$ cat src/rtl/alu_seq.sv
// Sequential ALU: operands latched on start, multi-cycle execute, registered 32-bit result.
// Supports add, shift-add multiply, bitwise and, and bit-serial shift-left.
module alu_seq #(
    parameter int DW = 16
) (
    input  logic            clk,
    input  logic            rst,
    input  logic            start,
    input  logic [3:0]      functionSelect,
    input  logic [DW-1:0]   arin,
    input  logic [DW-1:0]   brin,
    output logic [2*DW-1:0] dataACC,
    output logic            busy,
    output logic            done
);

    localparam logic [3:0]    OP_ADD    = 4'b0001;
    localparam logic [3:0]    OP_MUL    = 4'b0011;
    localparam logic [3:0]    OP_AND    = 4'b0101;
    localparam logic [3:0]    OP_SHL    = 4'b1000;
    localparam logic [DW-1:0] SHL_LIMIT = DW'(2 * DW);

    typedef enum logic [1:0] {
        IDLE,
        EXEC,
        DONE
    } state_t;

    state_t          state_reg, state_next;
    logic [3:0]      func_reg;
    logic [DW-1:0]   a_reg, b_reg;
    logic [4:0]      cnt_reg;
    logic [2*DW-1:0] acc_reg;
    logic [2*DW-1:0] data_acc_reg;

    logic            accept, last;
    logic [4:0]      cnt_load;
    logic [4:0]      bit_idx;
    logic [2*DW-1:0] ext_a;
    logic [2*DW-1:0] acc_step;

    always_ff @(posedge clk or negedge rst) begin
        if (!rst) begin
            state_reg <= IDLE;
        end else begin
            state_reg <= state_next;
        end
    end

    always_comb begin
        state_next = state_reg;
        accept     = 1'b0;
        last       = 1'b0;
        case (state_reg)
            IDLE: begin
                if (start) begin
                    accept     = 1'b1;
                    state_next = EXEC;
                end
            end
            EXEC: begin
                if (cnt_reg == 5'd1) begin
                    last       = 1'b1;
                    state_next = DONE;
                end
            end
            DONE:    state_next = IDLE;
            default: state_next = IDLE;
        endcase
    end

    // Number of EXEC cycles for the operation being accepted.
    always_comb begin
        cnt_load = 5'd1;
        if (functionSelect == OP_MUL) begin
            cnt_load = 5'(DW);
        end else if (functionSelect == OP_SHL && brin < SHL_LIMIT && brin != '0) begin
            cnt_load = brin[4:0];
        end
    end

    // Multiplier bit position walks LSB first as the counter runs down from DW.
    assign bit_idx = 5'(DW) - cnt_reg;
    assign ext_a   = {{DW{1'b0}}, a_reg};

    always_comb begin
        acc_step = '0;
        case (func_reg)
            OP_ADD: acc_step = {{(DW-1){1'b0}}, ({1'b0, a_reg} + {1'b0, b_reg})};
            OP_MUL: acc_step = b_reg[bit_idx[3:0]] ? (acc_reg + (ext_a << bit_idx)) : acc_reg;
            OP_AND: acc_step = {{DW{1'b0}}, a_reg & b_reg};
            OP_SHL: begin
                if (b_reg >= SHL_LIMIT) begin
                    acc_step = '0;
                end else if (b_reg == '0) begin
                    acc_step = acc_reg;
                end else begin
                    acc_step = acc_reg << 1;
                end
            end
            default: acc_step = '0;
        endcase
    end

    always_ff @(posedge clk or negedge rst) begin
        if (!rst) begin
            func_reg     <= '0;
            a_reg        <= '0;
            b_reg        <= '0;
            cnt_reg      <= '0;
            acc_reg      <= '0;
            data_acc_reg <= '0;
        end else if (accept) begin
            func_reg <= functionSelect;
            a_reg    <= arin;
            b_reg    <= brin;
            cnt_reg  <= cnt_load;
            acc_reg  <= (functionSelect == OP_SHL) ? {{DW{1'b0}}, arin} : '0;
        end else if (state_reg == EXEC) begin
            cnt_reg <= cnt_reg - 5'd1;
            acc_reg <= acc_step;
            // Only the final step is published; partial products stay internal.
            if (last) begin
                data_acc_reg <= acc_step;
            end
        end
    end

    assign dataACC = data_acc_reg;
    assign busy    = (state_reg != IDLE);
    assign done    = (state_reg == DONE);

endmodule

$ cat config.mk
export PLATFORM = sky130hd
export DESIGN_NAME = alu_seq
export DESIGN_NICKNAME = d
export VERILOG_FILES = /design/src/rtl/alu_seq.sv
export SDC_FILE = /design/constraint.sdc
export NUM_CORES = 1
export LEC_CHECK = 0
export CORE_UTILIZATION = 34
export CTS_BUF_LIST = sky130_fd_sc_hd__clkbuf_16
export DETAILED_ROUTE_END_ITERATION = 6
export GPL_ROUTABILITY_DRIVEN = 0
export GPL_TIMING_DRIVEN = 1
export PLACE_DENSITY = 0.61
export SLEW_MARGIN = 25
export SYNTH_ARGS = -nofsm -noshare
export SYNTH_HDL_FRONTEND = slang
export SYNTH_SLANG_ARGS = --single-unit
$ cat constraint.sdc
create_clock -name clk -period 10.1 [get_ports clk]
set_input_delay 3.03 -clock clk [delete_from_list [all_inputs] [get_ports clk]]
set_output_delay 3.03 -clock clk [all_outputs]
set_load 0.01 [all_outputs]
==> results of run 1 <==
where the power goes:
part / internal (uW) / switching, uW / total [uW]
registers: 581 / 234 / 815
clock network: 200 / 193 / 393
logic: 1110 / 1800 / 2910
total: 1890 / 2230 / 4120
cell usage in the layout, fill, tap and decap left out, types with 8 or more instances in the layout:
cell	Yosys	layout
sky130_fd_sc_hd__dfrtp_1	107	107
sky130_fd_sc_hd__nand2_1	242	241
sky130_fd_sc_hd__xor2_1	16	16
sky130_fd_sc_hd__o21a_1	10	10
sky130_fd_sc_hd__o221a_2	13	13
sky130_fd_sc_hd__mux2_2	14	14
sky130_fd_sc_hd__clkdlybuf4s50_1	0	71
sky130_fd_sc_hd__nand2b_1	12	12
sky130_fd_sc_hd__or3_1	8	8
sky130_fd_sc_hd__a21oi_1	86	86
sky130_fd_sc_hd__ha_1	49	49
sky130_fd_sc_hd__o31ai_1	10	10
sky130_fd_sc_hd__o21ai_0	93	93
sky130_fd_sc_hd__nor2_1	80	78
sky130_fd_sc_hd__xnor2_1	23	23
sky130_fd_sc_hd__nand3_1	17	17
sky130_fd_sc_hd__a21o_1	26	26
sky130_fd_sc_hd__inv_1	14	14
sky130_fd_sc_hd__a211oi_1	15	15
sky130_fd_sc_hd__nor3_1	16	15
sky130_fd_sc_hd__mux4_2	9	9
sky130_fd_sc_hd__mux2i_1	22	22
sky130_fd_sc_hd__a32oi_1	11	11
sky130_fd_sc_hd__buf_4	2	18
sky130_fd_sc_hd__o22ai_1	13	13
sky130_fd_sc_hd__a31oi_1	12	12
sky130_fd_sc_hd__clkbuf_16	0	9
sky130_fd_sc_hd__o221ai_1	15	15
sky130_fd_sc_hd__a221oi_1	8	8
sky130_fd_sc_hd__nor2b_1	11	10
per-layer routing:
layer / vias to the layer above / GRT usage, %
met5: - / 0
met4: 0 / 8.76
met3: 53 / 3.42
met2: 360 / 36.4
met1: 4160 / 31.6
li1: 4219 / -
synth_stat cells, types with 9 or more instances:
cell | number | share of area, %
sky130_fd_sc_hd__nor3_1 | 16 | 0.89
sky130_fd_sc_hd__mux4_2 | 9 | 2.2
sky130_fd_sc_hd__dfrtp_1 | 107 | 30
sky130_fd_sc_hd__mux2i_1 | 22 | 2.4
sky130_fd_sc_hd__o221ai_1 | 15 | 1.5
sky130_fd_sc_hd__a21oi_1 | 86 | 4.8
sky130_fd_sc_hd__mux2_2 | 14 | 1.7
sky130_fd_sc_hd__a21o_1 | 26 | 2.2
sky130_fd_sc_hd__nor2_1 | 80 | 3.3
sky130_fd_sc_hd__nand3_1 | 17 | 0.94
sky130_fd_sc_hd__a211oi_1 | 15 | 1.2
sky130_fd_sc_hd__xor2_1 | 16 | 1.6
sky130_fd_sc_hd__ha_1 | 49 | 6.8
sky130_fd_sc_hd__o21ai_0 | 93 | 5.2
sky130_fd_sc_hd__o221a_2 | 13 | 1.6
sky130_fd_sc_hd__o21a_1 | 10 | 0.83
sky130_fd_sc_hd__a32oi_1 | 11 | 1.1
sky130_fd_sc_hd__clkbuf_1 | 46 | 1.9
sky130_fd_sc_hd__inv_1 | 14 | 0.58
sky130_fd_sc_hd__a31oi_1 | 12 | 0.83
sky130_fd_sc_hd__nor2b_1 | 11 | 0.76
sky130_fd_sc_hd__o31ai_1 | 10 | 0.83
sky130_fd_sc_hd__nand2_1 | 242 | 10
sky130_fd_sc_hd__nand2b_1 | 12 | 0.83
sky130_fd_sc_hd__o22ai_1 | 13 | 0.90
sky130_fd_sc_hd__xnor2_1 | 23 | 2.2
critical path: cells and delay by family (launching register included):
| kind | cells | cell delay [ns] |
|---|---|---|
| XOR/XNOR | 1 | 0.16 |
| AO/OA/AOI/OAI | 7 | 1.80 |
| buffers and inverters | 2 | 0.34 |
| AND/OR/NAND/NOR | 4 | 0.86 |
| adder cells (fa/ha/maj) | 3 | 1.61 |
| flip-flops | 1 | 0.41 |
worst max path at each step:
stage | cells past startpoint | endpoint | slack, ns | startpoint
after floorplan | 20 | acc_reg[25] | 5.41 | cnt_reg[0]
final | 17 | dataACC[26] | 4.77 | cnt_reg[1]
after global routing | 19 | acc_reg[26] | 4.38 | cnt_reg[1]
after CTS | 19 | dataACC[26] | 4.80 | cnt_reg[1]
after global placement | 5 | acc_reg[13] | 4.59 | functionSelect[1]
after detailed placement | 19 | dataACC[26] | 4.80 | cnt_reg[1]
cell families after synthesis:
logic type	count (synthesis)
and+or+nand+nor	418
AOI/OAI and AO/OA	378
DFF	107
buffers and inverters	78
adders and majority gates	51
muxes	48
xor gates and xnor gates	41
layout make-up:
| type | count | area (sq um) | share of cell area, % |
|---|---|---|---|
| Clock inverter | 7 | 93.8 | 0.904 |
| Inverter | 16 | 60.1 | 0.579 |
| Sequential cell | 107 | 2680 | 25.8 |
| Tap cell | 335 | 419 | 4.04 |
| Multi-Input combinational cell | 936 | 6050 | 58.3 |
| Timing Repair Buffer | 89 | 846 | 8.15 |
| Antenna cell | 1 | 2.50 | 0.0241 |
| Clock buffer | 9 | 225 | 2.17 |
stage by stage:
stage | instances | utilization (%) | setup slack, ns
detailed placement | 1483 | 38.5 | 4.80
CTS | 1499 | 39.8 | 4.80
finish | 1500 | 39.8 | 4.77
global placement | 1483 | 38.5 | 4.59
global route | 1499 | 39.8 | 4.38
floorplan | 1121 | - | 5.41
==> impl_metrics.yaml, run 1 <==
critical_path:
  timing.setup.critical_path_class: "reg -> reg"
  cp_slowest_stage_delay_ns: 0.94
  critical_path_sink_type: "flop"
  timing.critical_path.fanout_max: 30
  rr_endpoint: "dataACC[26]"
  worst_r2r_startpoint: "cnt_reg[1]"
  startpoint_type: "flop"
  cp_cell_sequence: "inv_2 -> ha_1 -> inv_1 -> and3_1 -> nand2_1 -> nor2_1 -> ha_1 -> fa_1 -> a211oi_1 -> o21ai_0 -> a22oi_1 -> a211oi_1 -> nor3_1 -> o31ai_1 -> xor2_1 -> a221oi_1 -> o21ai_0"
  timing.critical_path.slowest_stage_cell: "sky130_fd_sc_hd__ha_1"
  ff2ff_setup_slack_ns: 4.77
  crit_required_ns: 10.33
  timing.critical_path.arrival_ns: 5.56
  worst-r2r-cell-count: 17
drt:
  highest_layer: "met4"
  wl_met1_um: 13500
  dr_wl_met3_um: 2080
  drt_total_wl_um: 30200
  first_iter_violations: 1043
  detail_route.first_pass.iterations: 6
  drt.antenna.violating_nets: 0
  routed-via-count: 8792
  drc: 0
  met2_length_um: 13700
  detail_route.wl_per_cell_um: 20.2
  vias_per_cell: 5.86
logic_synthesis:
  synthAdderAreaFrac_pct: 7.25
  synth_area_sq_um: 9010
  synth_top_family_by_area: "compound AO/OA/AOI/OAI gates"
  synth_warnings: 0
  synth-xor-area-share_pct: 4.28
  synth.yosys.seq_area_share_pct: 29.7
  edff_count_synth: 0
  synth-async-reset-ratio_pct: 100
  dominantRegCellSynth: "sky130_fd_sc_hd__dfrtp_1"
  synth_cell_types: 79
  synth_area_per_cell_sq_um: 8.04
  synth-simple-area-share_pct: 19.9
  synth.ff_latch_count: 107
  post_synth_mux_area_share_pct: 6.90
  synth_fp_nets: 1211
  area_fraction_in_compound_gates_after_synthesis_pct: 28.3
  post_synth_inst_count: 1121
grt:
  number_of_global_route_vias_before_repair: 8351
  grt_use_total_pct: 23.1
  grt_first_pass_wirelength_um: 47900
  grt_start_max_net_pins: 69
  antenna_found_initial: 0
  globalRoute.totalOverflow: 0
layout:
  post_route_cells_drive_above_1_share_pct: 8.42
  num-fill-cells: 2720
  area.growth.synth_to_final_pct: 15.2
  nNetsFinal: 1249
  final_design_area_no_fill_sq_um: 10400
placement:
  placement.cell_area_sq_um: 10000
  place.detailed.hpwl_um: 22700
  io_buffer_count: 72
floorplanning:
  die_area_sq_um: 27200
  die_height_um: 165
  num_io_pins: 73
  floorplan.rows: 59
  core_area_sq_um: 26100
  die-width_um: 165
  initial_utilization_pct: 34.6
clock_network:
  max_buffers_root_to_sink: 2
  cts_resized: 0
  numClockSinks: 107
  clkSlewWorstSetupHoldPaths_ns: 0.08
  cts_root_buf: "sky130_fd_sc_hd__clkbuf_16"
  cts.htree.levels: 3
  cts.repair_timing.setup_buffer_count: 0
  clock_latency_ns: 0.37
  tritoncts_clock_tree: "done"
  cts_inserted_buffers: 9
  cts-hold-fix-buffers: 0
sta:
  unrepaired_setup_endpoints_after_global_routing: "no"
  fmaxAchievable_mhz: 188
  fin_hold_ws_ns: 0.480
  skew_ns: 0.0148
  tns_ns: 0
  final_setup_violations: 0
  worst_pin_slew_ns: 1.01
  report.final.hold_viol_count: 0
  timing.slew.headroom_pct: 32.6
  final_max_slew_viol_count: 0
  post-route-period-util_pct: 52.7
  min_period_ns: 5.33
pwr:
  static-leakage-power_uw: 0.00452
  peakVddDrop_mv: 0.163
  totalPowerFinal_uw: 4120
  power_density_nw_per_um2: 397
flow_run:
  cap_violations: 0
hold_path:
  holdPathEnd: "dataACC[15]"
  timing.hold.worst.start: "dataACC[15]"
  hold-path-cell-count: 2
  min-delay-path-class: "reg -> reg"
run_status:
  run_status: "complete, no violations"
Power figures use the tool's default switching activity.
==> inputs of run 2 (changes only) <==
==> constraint.sdc (replaced) <==
create_clock -name clk -period 5.43 [get_ports clk]
set_input_delay 1.629 -clock clk [delete_from_list [all_inputs] [get_ports clk]]
set_output_delay 1.629 -clock clk [all_outputs]
set_load 0.01 [all_outputs]
==> run 2 against run 1 <==
Clock power grew 71%. Non-clock buffer count is 5 higher. Final cell count up 0.27%. Sequential share of layout area barely moved. Power grew 86%. Clock skew is 0.00052 ns lower. Fmax rose by 11%. Die area stayed put. Register-to-register slack worse by 4.1 ns.
==> impl_metrics.yaml, run 2 (same netlist as run 1, synthesis figures left out) <==
sta:
  fmaxAchievable_mhz: 209
  finalWorstSetupSlack_ns: 0.645
  worst_pin_slew_ns: 1.02
  post-route-period-util_pct: 88.1
  final_max_slew_viol_count: 0
  timing.slew.headroom_pct: 31.5
  report.final.hold_viol_count: 0
  final_setup_violations: 0
  min_period_ns: 4.79
  tns_ns: 0
  unrepaired_setup_endpoints_after_global_routing: "no"
  skew_ns: 0.0143
critical_path:
  worstPathBufferInverterCount: 2
  critical_path_sink_type: "flop"
  timing.critical_path.arrival_ns: 5.02
  ff2ff_setup_slack_ns: 0.64
  timing.critical_path.fanout_max: 14
  timing.setup.critical_path_class: "reg -> reg"
  startpoint_type: "flop"
  crit_required_ns: 5.66
  cp_cell_sequence: "inv_2 -> ha_1 -> nor3b_1 -> xnor2_1 -> buf_4 -> nand2_1 -> nor2_1 -> ha_1 -> fa_1 -> a211oi_1 -> o21ai_0 -> a22oi_1 -> a211oi_1 -> nor3_1 -> o31ai_1 -> xor2_1 -> a221oi_1 -> o21ai_0"
  cp_top_family: "compound AO/OA/AOI/OAI gates"
  worst_r2r_startpoint: "cnt_reg[1]"
  timing.critical_path.slowest_stage_cell: "sky130_fd_sc_hd__dfrtp_1"
  rr_endpoint: "dataACC[26]"
  worst-r2r-cell-count: 18
  cp_slowest_stage_delay_ns: 0.43
grt:
  grt_start_max_net_pins: 52
  antenna_found_initial: 0
  grt_first_pass_wirelength_um: 48300
  number_of_global_route_vias_before_repair: 8392
  grt_use_total_pct: 23.3
  globalRoute.totalOverflow: 0
drt:
  drt.antenna.violating_nets: 0
  detail_route.first_pass.iterations: 5
  drc: 0
  routed-via-count: 8991
  detail_route.wl_per_cell_um: 20.5
  vias_per_cell: 5.98
  drt_total_wl_um: 30800
  first_iter_violations: 918
clock_network:
  clock_latency_ns: 0.37
  cts_inserted_buffers: 9
  cts.repair_timing.setup_buffer_count: 0
  cts_resized: 0
  numClockSinks: 107
  tritoncts_clock_tree: "done"
  clkSlewWorstSetupHoldPaths_ns: 0.09
  cts.htree.levels: 3
  cts_root_buf: "sky130_fd_sc_hd__clkbuf_16"
  max_buffers_root_to_sink: 2
  cts-hold-fix-buffers: 0
hold_path:
  holdPathEnd: "dataACC[16]"
  timing.hold.worst.start: "dataACC[16]"
  hold-path-cell-count: 2
  min-delay-path-class: "reg -> reg"
flow_run:
  cap_violations: 0
floorplanning:
  die-width_um: 165
  num_io_pins: 73
  initial_utilization_pct: 34.6
  die_area_sq_um: 27200
  die_height_um: 165
  core_area_sq_um: 26100
  floorplan.rows: 59
layout:
  layout_commonest_cell: "sky130_fd_sc_hd__nand2_1"
  layout.cells.most_common_list: "sky130_fd_sc_hd__nand2_1, sky130_fd_sc_hd__dfrtp_1, sky130_fd_sc_hd__o21ai_0, sky130_fd_sc_hd__a21oi_1, sky130_fd_sc_hd__nor2_1"
  area.growth.synth_to_final_pct: 15.2
  finish.cell_count_without_fillers: 1504
  nNetsFinal: 1254
  area_used_by_multi_input_combinational_logic_sq_um: 6040
  seq_area_sq_um: 2680
  post_route_cells_drive_above_1_share_pct: 8.73
  finish.utilization_pct: 39.8
  antenna-diode-count: 0
  num-fill-cells: 2692
placement:
  place.detailed.hpwl_um: 23500
  placement.setup.worst_slack_ns: 0.678
  io_buffer_count: 72
  dp.cells: 1488
pwr:
  power_density_nw_per_um2: 738
  static-leakage-power_uw: 0.00454
  peakVddDrop_mv: 0.277
run_status:
  run_status: "complete, no violations"
-- run 2: cell count changes in the layout (fill, tap and decap cells not counted), sizes merged --
cell	change
inv	-1
bufinv	-1
clkinv	+3
buf	+5
clkinvlp	-1
diode	-1
-- run 2: routing by layer --
metal | track usage, % | part of all wire [%] | up-vias
li1 | - | - | 4218
met1 | 32.4 | 45 | 4300
met2 | 35.8 | 45 | 413
met3 | 4.27 | 7.5 | 60
met4 | 8.47 | 3.3 | 0
met5 | 0 | 0 | -
-- run 2: worst reg2reg max path, stage by stage, from the launching register on --
cell	delay (ns)
sky130_fd_sc_hd__dfrtp_1	0.43
sky130_fd_sc_hd__inv_2	0.10
sky130_fd_sc_hd__ha_1	0.36
sky130_fd_sc_hd__nor3b_1	0.38
sky130_fd_sc_hd__xnor2_1	0.11
sky130_fd_sc_hd__buf_4	0.19
sky130_fd_sc_hd__nand2_1	0.26
sky130_fd_sc_hd__nor2_1	0.08
sky130_fd_sc_hd__ha_1	0.22
sky130_fd_sc_hd__fa_1	0.43
sky130_fd_sc_hd__a211oi_1	0.31
sky130_fd_sc_hd__o21ai_0	0.14
sky130_fd_sc_hd__a22oi_1	0.29
sky130_fd_sc_hd__a211oi_1	0.19
sky130_fd_sc_hd__nor3_1	0.38
sky130_fd_sc_hd__o31ai_1	0.14
sky130_fd_sc_hd__xor2_1	0.16
sky130_fd_sc_hd__a221oi_1	0.32
sky130_fd_sc_hd__o21ai_0	0.14
-- run 2: how the worst max path moves through the flow --
stage          startpoint     endpoint  slack (ns)  cells past startpoint
2_1_floorplan  cnt_reg[0]  acc_reg[25]        0.74                     20
3_3_place_gp   cnt_reg[0]  dataACC[30]        0.75                     18
3_5_place_dp   cnt_reg[1]  dataACC[30]        0.68                     18
4_1_cts        cnt_reg[1]  dataACC[30]        0.64                     18
5_1_grt        cnt_reg[1]  dataACC[30]        0.21                     18
6_report       cnt_reg[1]  dataACC[26]        0.64                     18
-- run 2: final cells by class --
| class | count | area share (%) |
|---|---|---|
| clock buffer | 9 | 2.17 |
| clock inverter | 7 | 0.675 |
| inverter | 16 | 0.579 |
| multi-input combinational | 936 | 58.2 |
| sequential | 107 | 25.8 |
| tap | 335 | 4.04 |
| timing repair buffer | 94 | 8.51 |
-- run 2: power breakdown --
group | switching [uW] | internal, uW | leakage [uW]
sequential | 443 | 1080 | 0.00140
clock | 348 | 324 | 0.000146
combinational | 3390 | 2070 | 0.00300
total | 4180 | 3470 | 0.00454
-- run 2: through the flow --
stage,hold WS [ns],area (sq um),total power [uW]
finish,0.482,10400,7660
global route,0.514,10400,8190
CTS,0.491,10400,7540
detailed placement,0.473,10100,6850
global placement,0.463,10100,6830
floorplan,0.474,9010,5290
==> inputs of run 3 (changes only) <==
--- a/config.mk
+++ b/config.mk
@@ -9,7 +9,7 @@
 export CTS_BUF_LIST = sky130_fd_sc_hd__clkbuf_16
 export DETAILED_ROUTE_END_ITERATION = 6
 export GPL_ROUTABILITY_DRIVEN = 0
-export GPL_TIMING_DRIVEN = 1
+export GPL_TIMING_DRIVEN = 0
 export PLACE_DENSITY = 0.61
 export SLEW_MARGIN = 25
 export SYNTH_ARGS = -nofsm -noshare
==> run 3 against run 2 <==
Flip-flop and latch count unchanged. Largest cell class unchanged. Final cell count increased by 2.7%. Routed wire length rose by 8.9%. Critical path type unchanged. First-iteration DRC count increased by 7.3%. Largest power group unchanged. Power grew 3.1%. Sequential share of layout area fell by 0.33 points.
==> impl_metrics.yaml, run 3 (same netlist as run 1, synthesis figures left out) <==
layout:
  post_route_cells_drive_above_1_share_pct: 8.02
  antenna-diode-count: 0
  layout.cells.most_common_list: "sky130_fd_sc_hd__nand2_1, sky130_fd_sc_hd__dfrtp_1, sky130_fd_sc_hd__o21ai_0, sky130_fd_sc_hd__a21oi_1, sky130_fd_sc_hd__nor2_1"
  nNetsFinal: 1294
  area.growth.synth_to_final_pct: 16.7
  layout_commonest_cell: "sky130_fd_sc_hd__nand2_1"
  final_design_area_no_fill_sq_um: 10500
  finish.cell_count_without_fillers: 1544
hold_path:
  min-delay-path-class: "reg -> reg"
placement:
  io_buffer_count: 72
  dp.cells: 1529
  placement.cell_area_sq_um: 10200
  place.detailed.hpwl_um: 26200
clock_network:
  clkSlewWorstSetupHoldPaths_ns: 0.09
  cts_inserted_buffers: 9
  cts.htree.levels: 3
  cts-hold-fix-buffers: 0
  clock_latency_ns: 0.39
  tritoncts_clock_tree: "done"
  max_buffers_root_to_sink: 2
  numClockSinks: 107
  cts_root_buf: "sky130_fd_sc_hd__clkbuf_16"
drt:
  routed-via-count: 9249
  detail_route.wl_per_cell_um: 21.7
  drt.antenna.violating_nets: 0
  vias_per_cell: 5.99
  first_iter_violations: 985
  drt_total_wl_um: 33500
  detail_route.first_pass.iterations: 6
  drc: 0
grt:
  grt_first_pass_wirelength_um: 50900
  grt_start_max_net_pins: 55
  globalRoute.totalOverflow: 0
  antenna_found_initial: 0
  number_of_global_route_vias_before_repair: 8319
  grt_use_total_pct: 25.3
floorplanning:
  die-width_um: 165
  die_height_um: 165
  num_io_pins: 73
  floorplan.rows: 59
  initial_utilization_pct: 34.6
  core_area_sq_um: 26100
  die_area_sq_um: 27200
pwr:
  power_density_nw_per_um2: 750
  peakVddDrop_mv: 0.333
  static-leakage-power_uw: 0.00456
sta:
  worst_pin_slew_ns: 1.03
  final_setup_violations: 0
  final_max_slew_viol_count: 0
  skew_ns: 0.0242
  unrepaired_setup_endpoints_after_global_routing: "no"
  tns_ns: 0
  timing.slew.headroom_pct: 31.3
  report.final.hold_viol_count: 0
  post-route-period-util_pct: 94.5
  fmaxAchievable_mhz: 195
  min_period_ns: 5.13
  fin_hold_ws_ns: 0.485
critical_path:
  timing.critical_path.slowest_stage_cell: "sky130_fd_sc_hd__dfrtp_2"
  timing.critical_path.fanout_max: 10
  cp_cell_sequence: "inv_1 -> ha_2 -> buf_4 -> xor2_1 -> buf_2 -> clkbuf_2 -> o21ai_0 -> o21ai_0 -> nor2_1 -> ha_1 -> a21o_1 -> o21bai_1 -> a311o_1 -> o31ai_4 -> a211oi_2 -> nor2_2 -> xnor2_1 -> a221o_1 -> mux2_4"
  timing.setup.critical_path_class: "reg -> reg"
  critical_path_sink_type: "flop"
  crit_required_ns: 5.70
  timing.critical_path.mode_cell: "sky130_fd_sc_hd__o21ai_0"
  cp_slowest_stage_delay_ns: 0.48
  startpoint_type: "flop"
  timing.critical_path.arrival_ns: 5.40
flow_run:
  cap_violations: 0
run_status:
  run_status: "complete, no violations"
run 3: critical path, delay by kind of cell, from the launching register on:
family,cells,cell delay (ns)
AO/OA/AOI/OAI,8,2.19
buffers and inverters,4,0.88
adder cells (fa/ha/maj),2,0.53
flip-flops,1,0.48
XOR/XNOR,2,0.42
multiplexers,1,0.27
AND/OR/NAND/NOR,2,0.24
run 3: layout make-up:
class / count / area (sq um)
multi-input combinational: 936 / 6040
fill: 2671 / 15500
tap: 335 / 419
timing repair buffer: 74 / 757
sequential: 107 / 2680
clock inverter: 7 / 77.6
buffer: 60 / 259
inverter: 16 / 60.1
clock buffer: 9 / 225
run 3: worst paths after layout:
kind,slack (ns),from,to,depth (start not counted)
worst max-delay path,0.30,cnt_reg[0],dataACC[29],19
worst min-delay path,0.49,dataACC[11],dataACC[11],2
worst max register to register,0.30,cnt_reg[0],dataACC[29],19
worst min register to register,0.49,dataACC[11],dataACC[11],2
max in group asynchronous,3.57,rst,b_reg[12],2
min in group asynchronous,1.20,rst,acc_reg[16],1
run 3: report_power, final:
part	switching, uW	internal (uW)
registers	410	1080
logic	3590	2100
clock network	380	328
run 3: metal layers:
layer / up-vias / global-route usage (%) / share of wire (%)
met5: - / 0 / 0
met2: 473 / 39.3 / 45
met1: 4401 / 34.6 / 43
met3: 73 / 4.67 / 8.3
li1: 4302 / - / -
met4: 0 / 9.55 / 3.5
run 3: what timing repair did:
action / 4_1_cts / 5_1_grt
resized for setup: 2 / 8
setup endpoints to repair: 26 / 19
buffers inserted: 0 / 1
pin swaps: 0 / 1
run 3: through the flow:
stage	util, %	worst slack [ns]	power, uW
final	40.4	0.301	7890
after global routing	40.4	0.0240	8390
after CTS	40.2	0.0756	7700
after detailed placement	39.1	-0.551	6980
after global placement	38.9	-1.76	6930
after floorplan	-	0.739	5290
